[src/rtl/fsm_serializer.sv]
// fsm_serializer
//   Serial transmitter for a WIDTH-bit, MSB-first slicing link. Parallel words
//   arrive over a valid/ready handshake into a one-entry holding buffer and
//   leave one bit per clock in fixed WIDTH-bit slots. When no word is waiting
//   at a slot boundary an all-zero filler slot is sent, so the receiver never
//   loses word alignment. Words with LSB=1 are flagged as they finish.
//
// Ports
//   clock       system clock, rising edge
//   reset       synchronous, active-high reset
//   data_in     parallel word to send (MSB first)
//   data_valid  data_in holds a word to send
//   data_ready  holding buffer empty; word taken when data_valid && data_ready
//   out         serial bit stream
//   frame       high on the first (MSB) bit of every slot, real or filler
//   busy        high for every bit of a slot carrying a real word
//   odd_sent    high on the LSB bit of a real word whose LSB is 1
module fsm_serializer #(
   parameter int unsigned WIDTH = 3
) (
   input  logic             clock,
   input  logic             reset,
   input  logic [WIDTH-1:0] data_in,
   input  logic             data_valid,
   output logic             data_ready,
   output logic             out,
   output logic             frame,
   output logic             busy,
   output logic             odd_sent
);

   localparam int unsigned CntW = (WIDTH > 2) ? $clog2(WIDTH) : 1;
   localparam logic [CntW-1:0] CntLast = CntW'(WIDTH - 1);

   // Kind of slot currently on the wire.
   typedef enum logic {
      SlotFiller,
      SlotReal
   } slot_e;

   slot_e            slot_q, slot_d;
   logic [WIDTH-1:0] hold_q, hold_d;
   logic             hold_full_q, hold_full_d;
   logic [WIDTH-1:0] sr_q, sr_d;
   logic [CntW-1:0]  cnt_q, cnt_d;

   logic out_q, out_d;
   logic frame_q, frame_d;
   logic busy_q, busy_d;
   logic odd_q, odd_d;

   logic accept;
   logic boundary;

   assign accept   = data_valid && !hold_full_q;
   assign boundary = (cnt_q == CntLast);

   // Next-state and registered-output decode.
   always_comb begin
      slot_d      = slot_q;
      hold_d      = hold_q;
      hold_full_d = hold_full_q;
      sr_d        = sr_q;
      cnt_d       = cnt_q;

      if (boundary) begin
         cnt_d = '0;
         if (hold_full_q) begin
            sr_d        = hold_q;
            slot_d      = SlotReal;
            hold_full_d = 1'b0;
         end else begin
            sr_d   = '0;
            slot_d = SlotFiller;
         end
      end else begin
         cnt_d = cnt_q + 1'b1;
         sr_d  = {sr_q[WIDTH-2:0], 1'b0};
      end

      // Accept only when empty, so this never collides with the unload above:
      // a word arriving on a boundary edge waits in hold for the next slot.
      if (accept) begin
         hold_d      = data_in;
         hold_full_d = 1'b1;
      end

      out_d   = sr_d[WIDTH-1];
      frame_d = (cnt_d == '0);
      busy_d  = (slot_d == SlotReal);
      // On the last bit of a slot the MSB of sr is the word's original LSB.
      odd_d   = busy_d && (cnt_d == CntLast) && sr_d[WIDTH-1];
   end

   always_ff @(posedge clock) begin
      if (reset) begin
         slot_q      <= SlotFiller;
         hold_q      <= '0;
         hold_full_q <= 1'b0;
         sr_q        <= '0;
         cnt_q       <= CntLast;  // first edge after reset is a slot boundary
         out_q       <= 1'b0;
         frame_q     <= 1'b0;
         busy_q      <= 1'b0;
         odd_q       <= 1'b0;
      end else begin
         slot_q      <= slot_d;
         hold_q      <= hold_d;
         hold_full_q <= hold_full_d;
         sr_q        <= sr_d;
         cnt_q       <= cnt_d;
         out_q       <= out_d;
         frame_q     <= frame_d;
         busy_q      <= busy_d;
         odd_q       <= odd_d;
      end
   end

   assign data_ready = ~hold_full_q;
   assign out        = out_q;
   assign frame      = frame_q;
   assign busy       = busy_q;
   assign odd_sent   = odd_q;

endmodule

[config.mk]
export PLATFORM = sky130hd
export DESIGN_NAME = fsm_serializer
export DESIGN_NICKNAME = d
export VERILOG_FILES = /design/src/rtl/fsm_serializer.sv
export SDC_FILE = /design/constraint.sdc
export NUM_CORES = 1
export LEC_CHECK = 0
export ABC_AREA = 1
export BUFFER_PORTS_ARGS = -buffer_cell sky130_fd_sc_hd__clkbuf_2
export CAP_MARGIN = 10
export CORE_AREA = 8 8 45 47
export DETAILED_ROUTE_END_ITERATION = 7
export DIE_AREA = 0 0 53 55
export HOLD_SLACK_MARGIN = 0.03
export MAX_ROUTING_LAYER = met4
export PLACE_DENSITY_LB_ADDON = 0.08
export SLEW_MARGIN = 20
export SYNTH_ARGS = -nofsm -noshare
export SYNTH_HDL_FRONTEND = slang
export SYNTH_SLANG_ARGS = --single-unit
[constraint.sdc]
create_clock -name clock -period 0.8 [get_ports clock]
set_input_delay 0.04 -clock clock [delete_from_list [all_inputs] [get_ports clock]]
set_output_delay 0.04 -clock clock [all_outputs]
set_load 0.005 [all_outputs]
==> impl_metrics.ini <==
[outcome]
outcome = finished with violations
failed_checks = setup timing

[cells_and_area]
fin_util = 0.430
fin_nets = 79
final_cells = 87
antenna_cells = 0
areaGrowthSynthToFinish_pct = 45.6
num-fill-cells = 150
design_area_um2 = 596
drive_gt1_frac = 0.394

[timing]
slew_viol_final = 0
tightest_slew_ns = 0.196
period_share = 1.11
setup_violations = 7
period_minus_slack_ns = 0.887
final_hold_viol_count = 0
fmax_mhz = 1130
skew_ns = 0.000748
setup_tns_ns = -0.250
slew_headroom = 0.868
rsz0062_at_grt = yes
worst_slack_ns = -0.0874

[clock_tree]
cts_inserted_buffers = 3
insertion_delay_ns = 0.26
clockBufferDepth = 2
h-tree-depth = 1
clk_pin_slew_ns = 0.07
cts_tree = built
cts.sinks = 12
cts_root_buffer = clkbuf_4

[floorplanning]
chipWidth_um = 53
pin_count = 11
initial_core_util = 0.296
die-area_um2 = 2920
die_height_um = 55
core_area_um2 = 1380
row_count = 14

[pwr]
p_int_mw = 0.879
p_seq_frac = 0.568
powerDensity_nw_per_um2 = 1930
p_sw_frac = 0.235
p_leak_nw = 0.269
power_frac_clock = 0.305
switching_power_mw = 0.270
p_comb_frac = 0.127
ir_worst_vdd_mv = 0.705

[yosys]
syn_inst = 51
synth_nets = 57
synth_common_cells = nor2_1, dfxtp_1, nand2_1
synthMostInstantiatedCell = nor2_1
ys.flop_type = dfxtp_1
seq_area_frac_synth = 0.587
synthTopCellsByArea = dfxtp_1, nor2_1, nand2_1
synth_top_area_frac = 0.587
ys_ff_latch = 12
synth.distinct_cells = 12
syn_avg_cell_area_um2 = 8.02
async_reset_ff_frac = 0
syn-cell-area_um2 = 409
synth_warnings = 0
synth-edff-count = 0
synth_top_area_cell = dfxtp_1

[detailed_routing]
first_iter_violations = 3
postRouteWirelength_um = 896
ant_nets = 0
drc_errors = 0
first_pass_iters = 2
vias_per_cell = 4.30
dr_total_vias = 374
wl_per_cell_um = 10.3

[global_route]
track_usage = 0.0729
grt_pass1_vias = 351
overflow = 0
antenna_found_initial = 0
grt_max_degree = 9
grt_pass1_wl_um = 1440

[hold_path]
hold_path_end = odd_sent
hold_depth = 4
min_from = reset
min_path_type = in2reg

[setup_path]
r2r-start = hold_full_q
reg2reg_to = out
crit_slowest_cell = dfxtp_2
r2r_cells = 5
r2r_setup_slack_ns = -0.06
path_class = reg2out
worst-path-max-fanout = 2
critical-path-top-delay-family = flip-flops
slowest_delay_ns = 0.34
worstPathRequired_ns = 0.76
end_kind = output port
cp.arrival_ns = 0.85
cp-start-kind = flop
cp-startpoint = hold_full_q
path_cells = inv_2, buf_6, clkbuf_2
worst-path-buf-inv = 3

[placed_design]
dp_hpwl_um = 673
place_area_um2 = 499
port_buffers = 10
place.gp.congestion = 0.706
preCtsSetupSlack_ns = -0.0918
place_inst = 79

[run]
cap_violations = 0
-- what timing repair did --
action	in CTS	in global routing
setup buffers	1	0
hold endpoints to repair	4	0
pin swaps	3	4
hold buffers	4	0
resized for setup	10	4
endpoints found under the setup margin	9	9
-- kinds of logic (layout without fill, tap and decap cells) --
logic type | Yosys count | after routing | share of synthesized area
buffers and inverters | 6 | 26 | 0.0581
flip-flops | 12 | 12 | 0.587
AND/OR/NAND/NOR | 25 | 25 | 0.251
AO/OA/AOI/OAI | 8 | 8 | 0.104
-- worst max path at each step --
stage | endpoint | slack (ns) | cells past startpoint
after detailed placement | hold_full_q | -0.09 | 5
after CTS | data_ready | -0.1 | 3
after floorplan | hold_full_q | -0.007 | 5
after global placement | hold_full_q | -0.11 | 5
final | data_ready | -0.09 | 3
after global routing | data_ready | -0.13 | 3
-- worst min-delay path, cell delays in order --
cell and delay (ns):
clkbuf_2 0.11, nor3_1 0.06, nand2_1 0.06, nor2_1 0.04
-- registers in the layout (all words and copies together) (netlist names) --
| register | count |
|---|---|
| out | 1 |
| hold_full_q | 1 |
| hold_q | 3 |
| busy | 1 |
| odd_sent | 1 |
| sr_q | 2 |
| cnt_q | 2 |
| frame | 1 |
-- through the flow --
step / total power, mW / hold WS (ns)
after global routing: 1.22 / 0.0837
after CTS: 1.17 / 0.0688
final: 1.15 / 0.0798
after global placement: 0.777 / 0.265
after floorplan: 0.724 / 0.204
after detailed placement: 0.776 / 0.264
-- cell usage in the layout (no fill, tap or decap) --
master / Yosys / routed
nor2_1: 13 / 13
nand4_1: 1 / 1
inv_4: 0 / 1
dfxtp_1: 12 / 8
a21boi_0: 1 / 1
buf_4: 0 / 2
clkbuf_2: 0 / 10
dfxtp_2: 0 / 3
buf_6: 0 / 2
dfxtp_4: 0 / 1
nor3_1: 2 / 2
o21ai_0: 4 / 2
nand3_2: 0 / 1
clkbuf_4: 0 / 3
dlygate4sd3_1: 0 / 4
inv_2: 0 / 2
a21oi_2: 0 / 1
a21oi_1: 3 / 2
nand2_1: 7 / 6
inv_1: 5 / 2
nand2_2: 1 / 2
o21ai_1: 0 / 2
-- power groups by stage --
stage	combinational, mW	clock, mW	sequential (mW)
final	0.146	0.350	0.653
after global routing	0.163	0.397	0.656
after CTS	0.145	0.377	0.652
after detailed placement	0.110	0	0.666
after global placement	0.110	0	0.666
after floorplan	0.0621	0	0.662
-- cell type report --
type	instances	area, µm²	area share
flip-flops and latches	12	248	0.416
multi-input cells	33	156	0.263
repair buffers	18	128	0.214
clock buffers	3	22.5	0.0378
inverters	5	21.3	0.0357
well taps	16	20.0	0.0336
-- routing by layer --
metal,up-vias,track usage,wire length [µm]
met3,0,0.0401,61
met4,0,0.0517,0
li1,201,-,-
met2,10,0.111,443
met5,-,-,0
met1,163,0.0691,391
Power figures use the tool's default switching activity.
